==> config.mk <==
export PLATFORM = sky130hd
export DESIGN_NAME = alu_rr_scheduler
export DESIGN_NICKNAME = d
export VERILOG_FILES = /design/src/rtl/alu_pkg.sv /design/src/rtl/rr_arbiter.sv /design/src/rtl/alu_rr_scheduler.sv
export SDC_FILE = /design/constraint.sdc
export NUM_CORES = 1
export LEC_CHECK = 0
export CORE_UTILIZATION = 50
export DETAILED_ROUTE_END_ITERATION = 16
export GPL_ROUTABILITY_DRIVEN = 1
export PLACE_DENSITY = 0.95
export SLEW_MARGIN = 10
export SYNTH_ARGS = -nofsm -noshare
export SYNTH_HDL_FRONTEND = slang
export SYNTH_SLANG_ARGS = --single-unit
export TNS_END_PERCENT = 100
==> constraint.sdc <==
create_clock -name clk -period 15.8 [get_ports clk]
set_input_delay 3.16 -clock clk [delete_from_list [all_inputs] [get_ports clk]]
set_output_delay 3.16 -clock clk [all_outputs]
set_load 0.005 [all_outputs]
==> src/rtl/alu_pkg.sv <==
// Shared opcode, width and ALU evaluation helpers
// for the shared ALU scheduler.
package alu_pkg;

  localparam int DATA_W = 16;

  typedef enum logic [2:0] {
    OP_ADD = 3'b000,
    OP_SUB = 3'b001,
    OP_AND = 3'b010,
    OP_OR  = 3'b011,
    OP_XOR = 3'b100,
    OP_NOT = 3'b101,
    OP_ILL = 3'b110
  } op_e;

  function automatic logic is_legal_op(
    input logic [2:0] op
  );
    return !(op[2] && op[1]);
  endfunction

  // Returns {err, result}; illegal ops give a zero result.
  function automatic logic [DATA_W:0] alu_eval(
    input logic [2:0]        op,
    input logic [DATA_W-1:0] a,
    input logic [DATA_W-1:0] b
  );
    logic [DATA_W-1:0] r;
    r = '0;
    case (op)
      OP_ADD:  r = a + b;
      OP_SUB:  r = a - b;
      OP_AND:  r = a & b;
      OP_OR:   r = a | b;
      OP_XOR:  r = a ^ b;
      OP_NOT:  r = ~a;
      default: r = '0;
    endcase
    return {!is_legal_op(op), r};
  endfunction

endpackage

==> src/rtl/rr_arbiter.sv <==
// Round-robin arbiter: ports req/en in, one-hot gnt
// and gnt_idx out; owns the rotating priority pointer.
module rr_arbiter #(
  parameter  int N_REQ = 4,
  localparam int ID_W  = $clog2(N_REQ)
) (
  input  logic             clk,
  input  logic             rst_n,
  input  logic [N_REQ-1:0] req,
  input  logic             en,
  output logic [N_REQ-1:0] gnt,
  output logic [ID_W-1:0]  gnt_idx
);

  logic [ID_W-1:0] ptr_q, ptr_d;
  logic            found;

  always_comb begin
    int s;
    logic [ID_W-1:0] cand;
    gnt     = '0;
    gnt_idx = '0;
    found   = 1'b0;
    s       = 0;
    cand    = '0;
    for (int k = 0; k < N_REQ; k++) begin
      s = int'(ptr_q) + k;
      if (s >= N_REQ) s = s - N_REQ;
      cand = ID_W'(s);
      if (en && !found && req[cand]) begin
        found     = 1'b1;
        gnt[cand] = 1'b1;
        gnt_idx   = cand;
      end
    end
  end

  always_comb begin
    ptr_d = ptr_q;
    if (found) begin
      if (gnt_idx == ID_W'(N_REQ - 1))
        ptr_d = '0;
      else
        ptr_d = gnt_idx + 1'b1;
    end
  end

  always_ff @(posedge clk or negedge rst_n) begin
    if (!rst_n) ptr_q <= '0;
    else        ptr_q <= ptr_d;
  end

endmodule

==> src/rtl/alu_rr_scheduler.sv <==
// Shares one ALU among N_REQ valid/ready requesters;
// registered response slot with id, result, err, op_count.
module alu_rr_scheduler
  import alu_pkg::*;
#(
  parameter  int N_REQ = 4,
  localparam int ID_W  = $clog2(N_REQ)
) (
  input  logic                    clk,
  input  logic                    rst_n,
  input  logic [N_REQ-1:0]        req_valid,
  output logic [N_REQ-1:0]        req_ready,
  input  logic [3*N_REQ-1:0]      req_opcode,
  input  logic [DATA_W*N_REQ-1:0] req_a,
  input  logic [DATA_W*N_REQ-1:0] req_b,
  output logic                    rsp_valid,
  input  logic                    rsp_ready,
  output logic [ID_W-1:0]         rsp_id,
  output logic [DATA_W-1:0]       rsp_result,
  output logic                    rsp_err,
  output logic [15:0]             op_count
);

  logic              slot_free;
  logic              arb_en;
  logic              any_gnt;
  logic              rsp_take;
  logic [N_REQ-1:0]  gnt;
  logic [ID_W-1:0]   gnt_idx;
  logic [2:0]        op;
  logic [DATA_W-1:0] op_a, op_b;
  logic [DATA_W:0]   alu_out;

  logic              rsp_valid_q, rsp_valid_d;
  logic [ID_W-1:0]   rsp_id_q, rsp_id_d;
  logic [DATA_W-1:0] rsp_result_q, rsp_result_d;
  logic              rsp_err_q, rsp_err_d;
  logic [15:0]       op_count_q, op_count_d;

  assign slot_free = !rsp_valid_q || rsp_ready;
  // Gate with rst_n so no ready leaks out while held in reset.
  assign arb_en    = slot_free && rst_n;
  assign rsp_take  = rsp_valid_q && rsp_ready;

  rr_arbiter #(
    .N_REQ (N_REQ)
  ) u_arb (
    .clk     (clk),
    .rst_n   (rst_n),
    .req     (req_valid),
    .en      (arb_en),
    .gnt     (gnt),
    .gnt_idx (gnt_idx)
  );

  assign req_ready = gnt;
  assign any_gnt   = |gnt;

  always_comb begin
    op   = '0;
    op_a = '0;
    op_b = '0;
    for (int i = 0; i < N_REQ; i++) begin
      if (gnt_idx == ID_W'(i)) begin
        op   = req_opcode[3*i +: 3];
        op_a = req_a[DATA_W*i +: DATA_W];
        op_b = req_b[DATA_W*i +: DATA_W];
      end
    end
    alu_out = alu_eval(op, op_a, op_b);
  end

  always_comb begin
    rsp_valid_d  = rsp_valid_q;
    rsp_id_d     = rsp_id_q;
    rsp_result_d = rsp_result_q;
    rsp_err_d    = rsp_err_q;
    op_count_d   = op_count_q;
    if (rsp_take) begin
      rsp_valid_d = 1'b0;
      if (op_count_q != 16'hFFFF)
        op_count_d = op_count_q + 16'd1;
    end
    if (any_gnt) begin
      rsp_valid_d  = 1'b1;
      rsp_id_d     = gnt_idx;
      rsp_result_d = alu_out[DATA_W-1:0];
      rsp_err_d    = alu_out[DATA_W];
    end
  end

  always_ff @(posedge clk or negedge rst_n) begin
    if (!rst_n) begin
      rsp_valid_q  <= 1'b0;
      rsp_id_q     <= '0;
      rsp_result_q <= '0;
      rsp_err_q    <= 1'b0;
      op_count_q   <= '0;
    end else begin
      rsp_valid_q  <= rsp_valid_d;
      rsp_id_q     <= rsp_id_d;
      rsp_result_q <= rsp_result_d;
      rsp_err_q    <= rsp_err_d;
      op_count_q   <= op_count_d;
    end
  end

  assign rsp_valid  = rsp_valid_q;
  assign rsp_id     = rsp_id_q;
  assign rsp_result = rsp_result_q;
  assign rsp_err    = rsp_err_q;
  assign op_count   = op_count_q;

endmodule

# After elaboration in Yosys (flattened, before gate mapping)
# Index checks and enable logic that the tools add are counted.
# totals
register_bits,38
latchBits,0
mem_bits_rw,0
romBits,0
input_bits,147
elab_cells,117
mem_count,0
# classes
add_sub_neg,11
multipliers,0
div,0
magnitude_cmp,12
eq_ne,9
n_shift,0
muxes,48
bitwise,7
n_reduce_logical,24
# ops
op,n
$mux 16,8
$pmux 16 s6,1
$mux 2,9
$add 16x1->16 const B,1
$add 16x16->16,1
$and 16x16->16,1
$mux 4,4
$ne 16x16->1 const B,1
$not 16->16,1
$or 16x16->16,1
$sub 16x16->16,1
$xor 16x16->16,1
$logic_and 1x1->1,14
$mux 1,14
$lt 2x3->1 const B,4
$mux 3,4
$or 4x4->4,3
$ge 3x3->1 const B,3
$bmux 1 s2,4
$demux 1 s2,4
$ge 2x1->1 const B,4
$sub 2x1->2 const B,4
$add 2x2->3 const B,2
$eq 3x2->1 const B,2
other kinds (14),19

# Logic depth before layout (Yosys ltp)
# logic_depth
depth_word,25
ltp_mapped,33
mapped_depth_nobuf,26

# Hierarchy
# A second synthesis with hierarchy kept.
# unflattened
hier_cells,539
area_unflattened_um2,4987.3
# by_module_without_submodules
module,n_inst,cells_per_inst,area_each_um2,seq_area_each_um2
alu_rr_scheduler,1,460,4361.7,900.9
rr_arbiter,1,79,625.6,50.0

# Worst setup path before layout
# Ideal clock, no wire load.
# synth_timing
path_kind,input -> register
start,in req_valid[2]
end,"reg rsp_result_q[12], in the netlist rsp_result[12]"
arrival_ns,8.459
path_slack_ns,7.214
cell_stages,26
n_path_buf,4
cell_sequence,mux4_2 > a211oi_1 > nor3b_1 > a221o_1 > inv_1 > ha_1 > buf_4 > nor2b_1 > clkbuf_1 > buf_2 > buf_2 > a22oi_1 > a21oi_1 > inv_1 > ha_1 > or3_1 > nand2_1 > ha_1 > nor2b_1 > o31ai_1 > a21oi_1 > o2111a_1 > o31a_1 > nor3_1 > o311ai_0 > mux2_1
# synth_via
elab_chain_cells,23
# synth_rtl
element,line,source
"start, declared",alu_rr_scheduler.sv:11,"input logic [N_REQ-1:0] req_valid,"
$bmux 1 s2,rr_arbiter.sv:30,if (en && !found && req[cand]) begin
$mux 1 (not written as such),rr_arbiter.sv:30,
$logic_and 1x1->1,rr_arbiter.sv:30,
$mux 1,rr_arbiter.sv:30,
$logic_not 1->1,rr_arbiter.sv:30,
$logic_and 1x1->1 (2 in series),rr_arbiter.sv:30,
$mux 1,rr_arbiter.sv:30,
$logic_not 1->1,rr_arbiter.sv:30,
(+3 left out),n/a,
$logic_not 1->1,rr_arbiter.sv:30,
$logic_and 1x1->1 (2 in series),rr_arbiter.sv:30,
$mux 2 (*),rr_arbiter.sv:30,
net gnt_idx[1],alu_rr_scheduler.sv:29,logic [ID_W-1:0] gnt_idx;
$logic_not 2->1,alu_rr_scheduler.sv:64,if (gnt_idx == ID_W'(i)) begin
$mux 16 / $mux 3 (equally long branches) (4 in series),alu_rr_scheduler.sv:64,
"$sub 16x16->16, or another cell as far along",alu_pkg.sv:33,OP_SUB: r = a - b;
$pmux 16 s6 (*),alu_pkg.sv:31,case (op)
"end signal, assigned",alu_rr_scheduler.sv:102,rsp_result_q <= rsp_result_d;
"end, declared",alu_rr_scheduler.sv:36,"logic [DATA_W-1:0] rsp_result_q, rsp_result_d;"
# The timed path passes the listed nets; every way through them passes the cells marked *. The select of a mux whose other input is x is not followed.
# A chain may end at the register's enable or synchronous reset.

# Final worst setup path
# layout_timing
start,in req_valid[3]
end,"reg rsp_result_q[12], in the netlist rsp_result[12]"
# Same word-level chain as after synthesis.

==> metrics.md <==
| Metric | Value |
|---|---|
| Largest area contributor in the netlist | dfrtp_1 |
| Number of enable-type register cells in the synthesized netlist | 0 |
| Sequential fraction of the synthesis area | 19.0% |
| Number of sinks handled by clock tree synthesis | 38 |
| Die ar. | 0.0104 sq mm |
| Detail-routed net length per standard cell | 19.2 um |
| Maximum fanout count along the critical path | 49 |
| H-tree levels | 2 |
| CP max stage delay | 650 ps |
| CTS clock-pin slew for the worst setup and hold paths | 70 ps |
| Layer with the highest usage after global routing | met2 |
| Fraction of the mapped netlist area in simple logic gates | 16.9% |
| Placeable Area | 0.00973 sq mm |
| Violation count after the first detailed-route iteration | 355 |
| GRT Util Overall | 33.9% |
| Detailed-route vias per instance | 6.18 |
| Final routed wirelength across all metal layers | 17600 um |
| Synthesized area per cell | 8.00 sq um |
| Share of the clock period used by the worst path | 63.5% |
| Dominant combinational cell family by area after synthesis | compound AO/OA/AOI/OAI gates |
| Fraction of met2 tracks used by global routing | 59.4% |
| Die Ht | 102 um |
| Worst-case headroom to the max-slew limit | 40.6% |
| Primary FF master, synth | dfrtp_1 |
| Number of hold violations in the final report | 0 |
| Critical Path End Type | flip-flop |
| Insertion delay to the later sink of the worst-skew pair | 310 ps |
| GR Util met1 | 38.0% |
| Number of placed I/O pins | 187 |
| Area fraction of the dominant cell type after synthesis | 19.0% |
| CTS tree | yes |
| Finish-stage setup viols | 0 |
| Final ANT Viol Nets | 0 |
| Number of antenna violations at the first check in global routing | 0 |
| Critical path arrival | 10210 ps |
| First-pass DRT Iterations | 5 |
| Area share of xor/xnor cells in the synthesized design | 6.47% |
| Highest attainable clock frequency | 0.0997 GHz |
| Post-place setup slack | 5610 ps |
| Total of warnings raised by yosys | 0 |
| Post-CTS setup-driven buffer insertion count | 0 |
| Fin Hold WS | 480 ps |
| Fraction of registers with async set or reset after synthesis | 100% |
| Number of gates given a new drive strength after cts | 0 |
| Leading post-synthesis cells by cell area | dfrtp_1 19%, ha_1 14%, xnor2_1 4.5%, a21oi_1 4.4%, a221oi_1 4.2% |
| Multiplexer area fraction after synthesis | 5.42% |
| Number of nets in the synthesized netlist | 831 |
| Post-DP HPWL | 13800 um |
| Number of distinct library cell variants in the gate-level netlist after synthesis | 58 |
| Sequential cell area | 951 sq um |
| CP Class | in -> reg |
| Status | finished, final reports clean |
| Number of buffers added to fix hold violations after cts | 0 |
| Residual DRC count | 0 |
| Clock buffer count from CTS | 5 |
| Clock Skew | 11.2 ps |
| HP Class | reg -> reg |
| Total number of nets in the final design | 991 |
| DIE WIDTH | 102 um |
| Fraction of the mapped netlist area in compound gates | 30.5% |
| Synth top cells by count | 57 x ha_1, 47 x inv_1, 44 x a21oi_1, 42 x nor2_1, 41 x nand2_1 |
| Last weighted congestion value of the routability-driven placer | 1.01 |
| Time the worst path needs with I/O delays and setup | 10030 ps |
| Critical Path Start Type | input pin |
| Filler cell count | 776 |
| Overall overflow remaining after global route | 0 |
| Area of the multi-input gates | 0.00371 sq mm |
| Initial core utilization | 51.5% |
| Count leader, synth | ha_1 |
| Layout cells sized above 1 | 4.57% |
| Number of storage elements in the synthesis netlist | 38 |
| Required time at the worst-slack endpoint | 15980 ps |
| Post-Synth Adder-Cell Area | 14.6% |
| P&R area growth vs syn | 40.9% |
| Length in cells of the worst reg-to-reg path | 23 |
| Number of max-capacitance violations reported | 0 |
| Met3 usage | 7.87% |
| Via count of the first global-routing pass | 5608 |
| Diodes inserted | 0 |
| Post-Synthesis Cell Area | 0.00501 sq mm |
| Setup TNS | 0 ps |
| Critical path's slowest cell | a22o_1 |
| Worst-path cell chain | clkdlybuf4s50_1 > mux4_2 > a211oi_1 > nor3b_1 > a221o_1 > ha_1 > buf_4 > nand2b_1 > o22a_1 > a22o_1 > nand2b_1 > o21ai_0 > xnor2_1 > ha_1 > o21a_1 > o21ai_0 > a21oi_1 > o2111a_1 > o31a_1 > nor3_1 > o311ai_0 > mux2_1 |
| Pin count of the biggest net entering global routing | 50 |
| Clock root buffer | clkbuf_8 |
| Number of cell rows | 36 |
| Hold path depth | 2 |
| Synthesized netlist cell count | 626 |
| Max Buffers Root-to-Sink | 2 |
| Worst Setup Slack, final | 5770 ps |
| Final cell count without fillers | 920 |
| Transition time of the tightest slew-check pin | 891 ps |
| Cell total after placement | 912 |
| Setup repair after global routing missed its margin | false |
| I/O Buffers | 186 |
| Total number of vias | 5687 |
| First-pass GRT wire length | 27200 um |
| Slew Viols, Final | 0 |
[per-stage QoR]
stage,util [%],cell area [sq um]
CTS,72.5,7050
finish,72.5,7050
floorplan,-,5010
detailed placement,71.1,6920
global route,72.5,7050
global placement,71.1,6920
[sequential cells by signal, summed over array words and instances, names as in the netlist]
| name | count |
|---|---|
| rsp_err | 1 |
| u_arb.ptr_q | 2 |
| rsp_id | 2 |
| rsp_result | 16 |
| rsp_valid | 1 |
| op_count | 16 |
[placed cells by master, fill, tap and decap left out, drive strengths merged, types with 17 or more instances in the layout]
| cell | count |
|---|---|
| nand2 | 41 |
| a221oi | 24 |
| o21ai | 27 |
| ha | 57 |
| xnor2 | 26 |
| nor2 | 42 |
| dfrtp | 38 |
| o22ai | 23 |
| a21oi | 44 |
| clkdlybuf4s50 | 185 |
| nor3 | 17 |
| nor2b | 21 |
| inv | 47 |
[area by class of cell]
class / count / share of cell area (%)
inverters: 47 / 2.50
clock inverters: 3 / 0.976
flip-flops and latches: 38 / 13.5
clock buffers: 5 / 0.976
well taps: 133 / 2.36
multi-input cells: 500 / 52.5
repair buffers: 194 / 27.2
[worst max-delay path: cells and delay by family]
kind                       cells  cell delay (ps)
AOI/OAI and AO/OA             11             2900
and+or+nand+nor                4             1690
buffers and inverters          2              920
muxes                          2              840
adders and majority gates      2              520
xor gates and xnor gates       1              160
[worst paths after layout]
check | startpoint | to | slack, ps
worst max-delay path | req_valid[3] | rsp_result[12] | 5770
worst min-delay path | rsp_result[9] | rsp_result[9] | 480
worst max register to register | u_arb.ptr_q[0] | rsp_result[12] | 7760
worst min register to register | rsp_result[9] | rsp_result[9] | 480
max in group asynchronous | rst_n | u_arb.ptr_q[1] | 12520
min in group asynchronous | rst_n | rsp_result[15] | 2910
[cells by family after synthesis]
kind of cell | Yosys count
adder cells (fa/ha/maj) | 58
AND/OR/NAND/NOR | 169
AO/OA/AOI/OAI | 214
flip-flops | 38
multiplexers | 22
XOR/XNOR | 37
buffers and inverters | 88
[per-layer routing]
metal  wire length (um)  part of all wire [%]
met1               6890                    39
met2               8530                    48
met3               1240                   7.0
met4                981                   5.6
met5                  0                     0
Power is left out: the tool's default activity adds up to more than one toggle a clock period on the data nets, which glitch-free logic cannot reach.
